File: config.mk
export PLATFORM = sky130hd
export DESIGN_NAME = ifu_fetch_unit
export DESIGN_NICKNAME = d
export VERILOG_FILES = /design/src/rtl/ifu_fetch_unit.sv
export SDC_FILE = /design/constraint.sdc
export NUM_CORES = 1
export LEC_CHECK = 0
export CAP_MARGIN = 10
export CELL_PAD_IN_SITES_DETAIL_PLACEMENT = 1
export CELL_PAD_IN_SITES_GLOBAL_PLACEMENT = 1
export CORE_ASPECT_RATIO = 1.25
export CORE_MARGIN = 2
export CORE_UTILIZATION = 35
export DETAILED_ROUTE_END_ITERATION = 6
export GPL_TIMING_DRIVEN = 0
export HOLD_SLACK_MARGIN = 0.06
export PLACE_DENSITY = 0.86
export SETUP_SLACK_MARGIN = 0.2
export SLEW_MARGIN = 10
export SYNTH_ARGS = -nofsm -noshare
export SYNTH_HDL_FRONTEND = slang
export SYNTH_SLANG_ARGS = --single-unit
File: constraint.sdc
create_clock -name clk -period 12 [get_ports clk]
set_clock_uncertainty 0.15 [all_clocks]
set_input_delay 1.8 -clock clk [delete_from_list [all_inputs] [get_ports clk]]
set_output_delay 1.8 -clock clk [all_outputs]
set_load 0.01 [all_outputs]
File: src/rtl/ifu_fetch_unit.sv
// Instruction fetch stage: owns the PC, fetches over a req/ack memory handshake,
// holds the instruction for the datapath and selects the next PC on retirement.
module ifu_fetch_unit #(
    parameter logic [31:0] PC_RESET = 32'h0000_3000
) (
    input  logic        clk,
    input  logic        reset,
    input  logic [2:0]  Npc_op,
    input  logic        br_taken,
    input  logic [31:0] jr_target,
    input  logic        advance,
    output logic        imem_req,
    output logic [31:0] imem_addr,
    input  logic        imem_ack,
    input  logic [31:0] imem_rdata,
    output logic [31:0] Instruction,
    output logic        instr_valid,
    output logic [31:0] pc,
    output logic [31:0] pc_plus4,
    output logic        misalign_err
);

    localparam logic [1:0] S_FETCH = 2'd0;
    localparam logic [1:0] S_WAIT  = 2'd1;
    localparam logic [1:0] S_VALID = 2'd2;
    localparam logic [1:0] S_ERROR = 2'd3;

    localparam logic [2:0] OP_BRANCH = 3'b001;
    localparam logic [2:0] OP_JUMP   = 3'b010;
    localparam logic [2:0] OP_JR     = 3'b011;

    logic [1:0]  state_q, state_d;
    logic [31:0] pc_q, pc_d;
    logic [31:0] instr_q, instr_d;
    logic        err_q, err_d;
    // armed_q keeps the request low until the first edge after reset release,
    // so a stale ack arriving in that window cannot be mistaken for a response.
    logic        armed_q, armed_d;

    logic [31:0] seq_pc;
    logic [31:0] branch_off;
    logic [31:0] npc;
    logic        jr_misalign;

    assign seq_pc     = pc_q + 32'd4;
    assign branch_off = {{14{instr_q[15]}}, instr_q[15:0], 2'b00};

    always_comb begin
        npc = seq_pc;
        case (Npc_op)
            OP_BRANCH: npc = br_taken ? (seq_pc + branch_off) : seq_pc;
            OP_JUMP:   npc = {seq_pc[31:28], instr_q[25:0], 2'b00};
            OP_JR:     npc = jr_target;
            default:   npc = seq_pc;
        endcase
    end

    assign jr_misalign = (Npc_op == OP_JR) && (jr_target[1:0] != 2'b00);

    always_comb begin
        state_d = state_q;
        pc_d    = pc_q;
        instr_d = instr_q;
        err_d   = err_q;
        armed_d = 1'b1;
        case (state_q)
            S_FETCH: begin
                if (armed_q) begin
                    if (imem_ack) begin
                        instr_d = imem_rdata;
                        state_d = S_VALID;
                    end else begin
                        state_d = S_WAIT;
                    end
                end
            end
            S_WAIT: begin
                if (imem_ack) begin
                    instr_d = imem_rdata;
                    state_d = S_VALID;
                end
            end
            S_VALID: begin
                if (advance) begin
                    // A misaligned jr target leaves pc on the offending instruction.
                    if (jr_misalign) begin
                        err_d   = 1'b1;
                        state_d = S_ERROR;
                    end else begin
                        pc_d    = npc;
                        state_d = S_FETCH;
                    end
                end
            end
            default: state_d = S_ERROR;
        endcase
    end

    always_ff @(posedge clk or negedge reset) begin
        if (!reset) begin
            state_q <= S_FETCH;
            pc_q    <= PC_RESET;
            instr_q <= 32'd0;
            err_q   <= 1'b0;
            armed_q <= 1'b0;
        end else begin
            state_q <= state_d;
            pc_q    <= pc_d;
            instr_q <= instr_d;
            err_q   <= err_d;
            armed_q <= armed_d;
        end
    end

    assign imem_req     = armed_q && ((state_q == S_FETCH) || (state_q == S_WAIT));
    assign imem_addr    = pc_q;
    assign Instruction  = instr_q;
    assign instr_valid  = (state_q == S_VALID);
    assign pc           = pc_q;
    assign pc_plus4     = seq_pc;
    assign misalign_err = err_q;

endmodule
---- Yosys cells after proc, flatten, opt, wreduce, memory -nomap -nowiden ----
Cells that the tools add are included.
word-level totals
  register bits after elaboration ......... 68
  input port bits ......................... 72
  logic and storage cells ................. 37
cells by class
  add/subtract/negate cells ............... 2
  equal/unequal tests ..................... 8
  mux-type cells .......................... 11
  bitwise gates (word level) .............. 1
  reduce and logical (&&, ||, !) cells .... 10
operators with widths
  cell                                                             number
  32-bit 2-to-1 mux                                                3
  32-bit case mux with 3 select lines                              1
  32-bit case mux with 2 select lines                              1
  32-bit by 3-bit adder with 32-bit output, second input constant  1
  32-bit adder                                                     1
  2-bit 2-to-1 mux                                                 5
  3-bit AND reduction                                              3
  3-bit by 2-bit == test with 1-bit output, second input constant  2
  2-bit != test, second input constant                             3
  2-bit case mux with 3 select lines                               1
  2-bit nonzero test                                               2
  3-bit by 1-bit == test with 1-bit output, second input constant  1
  2-bit by 1-bit == test with 1-bit output, second input constant  1
  2-bit == test, second input constant                             1
  1-bit logical AND                                                2
  2-bit logical NOT                                                1
  2-bit AND reduction                                              1
  1-bit logical OR                                                 1
  1-bit NOT                                                        1

---- Logic depth before layout (Yosys ltp) ----
  word-level depth ........................ 5
  gate-level depth with buffers ........... 16
  mapped depth without buffers ............ 16

---- Worst setup path after synthesis ----
Ideal clock, no wire load.
  path kind ............................... register -> register
  start ................................... register pc_q[2], in the netlist imem_addr[2]
  end ..................................... register pc_q[26], in the netlist imem_addr[26]
  setup time .............................. 0.124 ns
  arrival ................................. 3.805 ns
  slack ................................... 7.921 ns
  stages on the path, launching flop included .. 13
  period minus slack after synthesis ...... 4.079 ns
  path through ............................ dfrtp_1 ha_1 nand4_1 nor4_1 nor2b_1 nand2_1 xnor2_1 ha_1 a21boi_0 nor4_4 or3_2 and3b_1 a211o_1
on the way
  word-level cells in the longest chain between the ends .. 4
ends and longest elaborated chain
  what                                      line  source
  start: declaration                        33    logic [31:0] pc_q, pc_d;
  start signal: assignment                  108   pc_q <= pc_d;
  32-bit by 3-bit adder with 32-bit output  45    assign seq_pc = pc_q + 32'd4;
  via pc_plus4[18]                          19    output logic [31:0] pc_plus4,
  32-bit adder                              51    OP_BRANCH: npc = br_taken ? (seq_pc + branch_off) : seq_pc;
  32-bit 2-to-1 mux                         51
  32-bit case mux with 3 select lines       50    case (Npc_op)
The timed path passes the listed nets, and every way through them passes these cells.
A chain may end at the register's enable or synchronous reset.

---- Final worst setup path ----
  start ................................... register pc_q[2], in the netlist imem_addr[2]
  end ..................................... output pc_plus4[20]
on the way
  word-level cells in the longest chain between the ends .. 1
ends and longest elaborated chain
  what                                      line
  32-bit by 3-bit adder with 32-bit output  45
  end: declaration                          19
Every way passes these cells.

==> impl_metrics.ini <==
[status]
status = complete, no violations

[grt]
grt_pass1_wl_um = 34650
grt.total_usage_pct = 27.52
gr-total-overflow = 0
antenna_found_initial = 0
grt_max_degree = 49
grt_pass1_vias = 6283

[logic_synthesis]
synth.most_common_cell = dfrtp_1
yosys.area_share.simple_pct = 14.57
synth_xor_area_share_pct = 8.068
avgSynthCellArea_sq_um = 8.971
synth_top_family_by_area = compound AO/OA/AOI/OAI gates
syn_area_sq_mm = 0.005428
synth-compound-area-share_pct = 23.05
synth_top_area_share_pct = 30.43
synthMuxAreaShare_pct = 7.031
ys_ff_latch = 68
synthAdderAreaFrac_pct = 8.207
yosys.area.top_type = dfrtp_1
netlist_top_cells_area = dfrtp_1 (30%), ha_1 (7.8%), mux2_2 (6.8%), xnor2_1 (5.5%), buf_4 (4.7%)
synthTopCellsByCount = dfrtp_1 (66), nor2_1 (53), nand2_1 (41)
synthesis.nets = 712
synth_flop_cell = dfrtp_1
ys_warn_count = 0
synth_edf_count = 0
synth_cell_types = 65
ys_seq_area_share_pct = 31.40
netlist_instances = 605
synthArstFlopShare_pct = 100.0

[worst_setup_path]
crit_type = register to output pin
start_kind = register
arrival_ns = 4.15
cp_data_required_time_ns = 10.05
crit_fanout = 7
cp-end-kind = output pin

[pwr]
p_per_area_mw_per_mm2 = 333.1
ir_drop_v = 0.0001899
finalPower_mw = 2.669
p_leak_nw = 3.275

[timing]
rsz0062_at_grt = false
final_hold_viol_count = 0
max_clock_freq_mhz = 164.0
setup_viol = 0
fin_crit_sh_pct = 50.82
worstMarginPinSlew_ns = 0.9703
tns_ns = 0
slew_headroom_pct = 35.31
slew_viol_final = 0
min_period_ns = 6.099

[detailed_routing]
wl_um = 22530
drt_iter0_drc = 345
vias = 5776
firstDrtPassIters = 6
ant_nets = 0
via_per_inst = 5.602
wl_per_cell_um = 21.85
drc = 0

[placement]
gp_congestion = 0.9235
hpwl_um = 17340
io_buffers = 201

[clock_network]
cts_made_buffers = 9
clk_latency_ns = 0.34
path_clk_slew_ns = 0.06
htree_num_levels = 3
cts_sinks = 68
cts_setup_buffers = 0
cts_resized = 0
holdBufCountCts = 0
cts_tree = done
cts-root-buf = clkbuf_16
clock_path_buffers = 2

[layout]
area_growth_pct = 47.65
diodes = 0
layout-drive-gt1-share_pct = 11.42
fin_nets = 925
final_util_pct = 53.15

[floorplanning]
fp.dieW_um = 115.4
ios = 203
initial_core_util_pct = 36.00
dieArea_sq_mm = 0.01653
die_height_um = 143.2
core_sq_mm = 0.01508
num_rows = 50

[worst_hold_path]
hold_path.class = register to register

[flow_run]
maxCapViolations = 0
## worst max-delay path: stages (launching register included)
cell and delay (ns):
dfrtp_1 0.50, ha_1 0.28, nand4_1 0.24, nor4_1 0.80, nor2b_1 0.73, nand2_1 0.15, xnor2_1 0.46, clkdlybuf4s50_1 0.65
## flip-flops by register name, summed over array words and instances (netlist names)
name / count
Instruction: 32
state_q: 2
misalign_err: 1
imem_addr: 32
armed_q: 1
## routing by layer
metal	vias to the layer above	wire length (um)	global-route usage [%]
li1	2640	-	-
met1	2863	8529	31.39
met2	221	11860	49.15
met3	52	1359	4.754
met4	0	779	13.13
met5	-	0	0
## report_power, final
group,internal [mW],switching [mW]
combinational,0.949,0.932
clock,0.167,0.107
sequential,0.341,0.174
## placed cells by master (no fill, tap or decap), drive strengths merged, types with 8 or more instances in the layout
cell and count:
inv 21, buf 36, nor2 53, clkbuf 35, a21oi 38, clkdlybuf4s50 200
nand2 41, nand3 19, nand4 10, o21ai 33, nor3 8, mux2 33
xor2 16, ha 34, a31oi 16, a21o 13, a222oi 21, xnor2 34
dfrtp 66
## worst paths after layout
path / startpoint / end / slack (ns) / cells past startpoint
setup reg to reg: imem_addr[2] / imem_addr[31] / 6.50 / 16
hold / removal: misalign_err / misalign_err / 0.35 / 1
min in group asynchronous: reset / imem_addr[1] / 1.20 / 1
max in group asynchronous: reset / imem_addr[12] / 9.86 / 2
setup / recovery: imem_addr[2] / pc_plus4[20] / 5.90 / 7
hold reg to reg: misalign_err / misalign_err / 0.35 / 1
## area by class of cell
type / instances / area (sq um)
Buffer: 55 / 334.1
Clock buffer: 14 / 254.0
Clock inverter: 2 / 35.03
Fill cell: 1735 / 7063
Inverter: 21 / 78.83
Multi-Input combinational cell: 461 / 3311
Sequential cell: 68 / 1704
Tap cell: 208 / 260.3
Timing Repair Buffer: 202 / 2037
## logic make-up (layout without fill, tap and decap cells)
kind of cell	after synthesis	after routing
DFF	68	68
xor gates and xnor gates	50	50
buffers and inverters	76	294
AOI/OAI and AO/OA	177	177
adders and majority gates	35	35
muxes	34	34
other	1	1
and+or+nand+nor	164	164
## through the flow
step                hold WS, ns  setup WS, ns  std cells  cell area (sq um)
floorplan                0.3553         7.921        605               5428
global placement         0.3144         6.387       1014               7700
detailed placement       0.3233         6.385       1015               7725
CTS                      0.3424         5.992       1031               8014
global route             0.3634         5.753       1031               8014
finish                   0.3519         5.901       1031               8014
No activity file was read; power rests on OpenSTA's default activity.
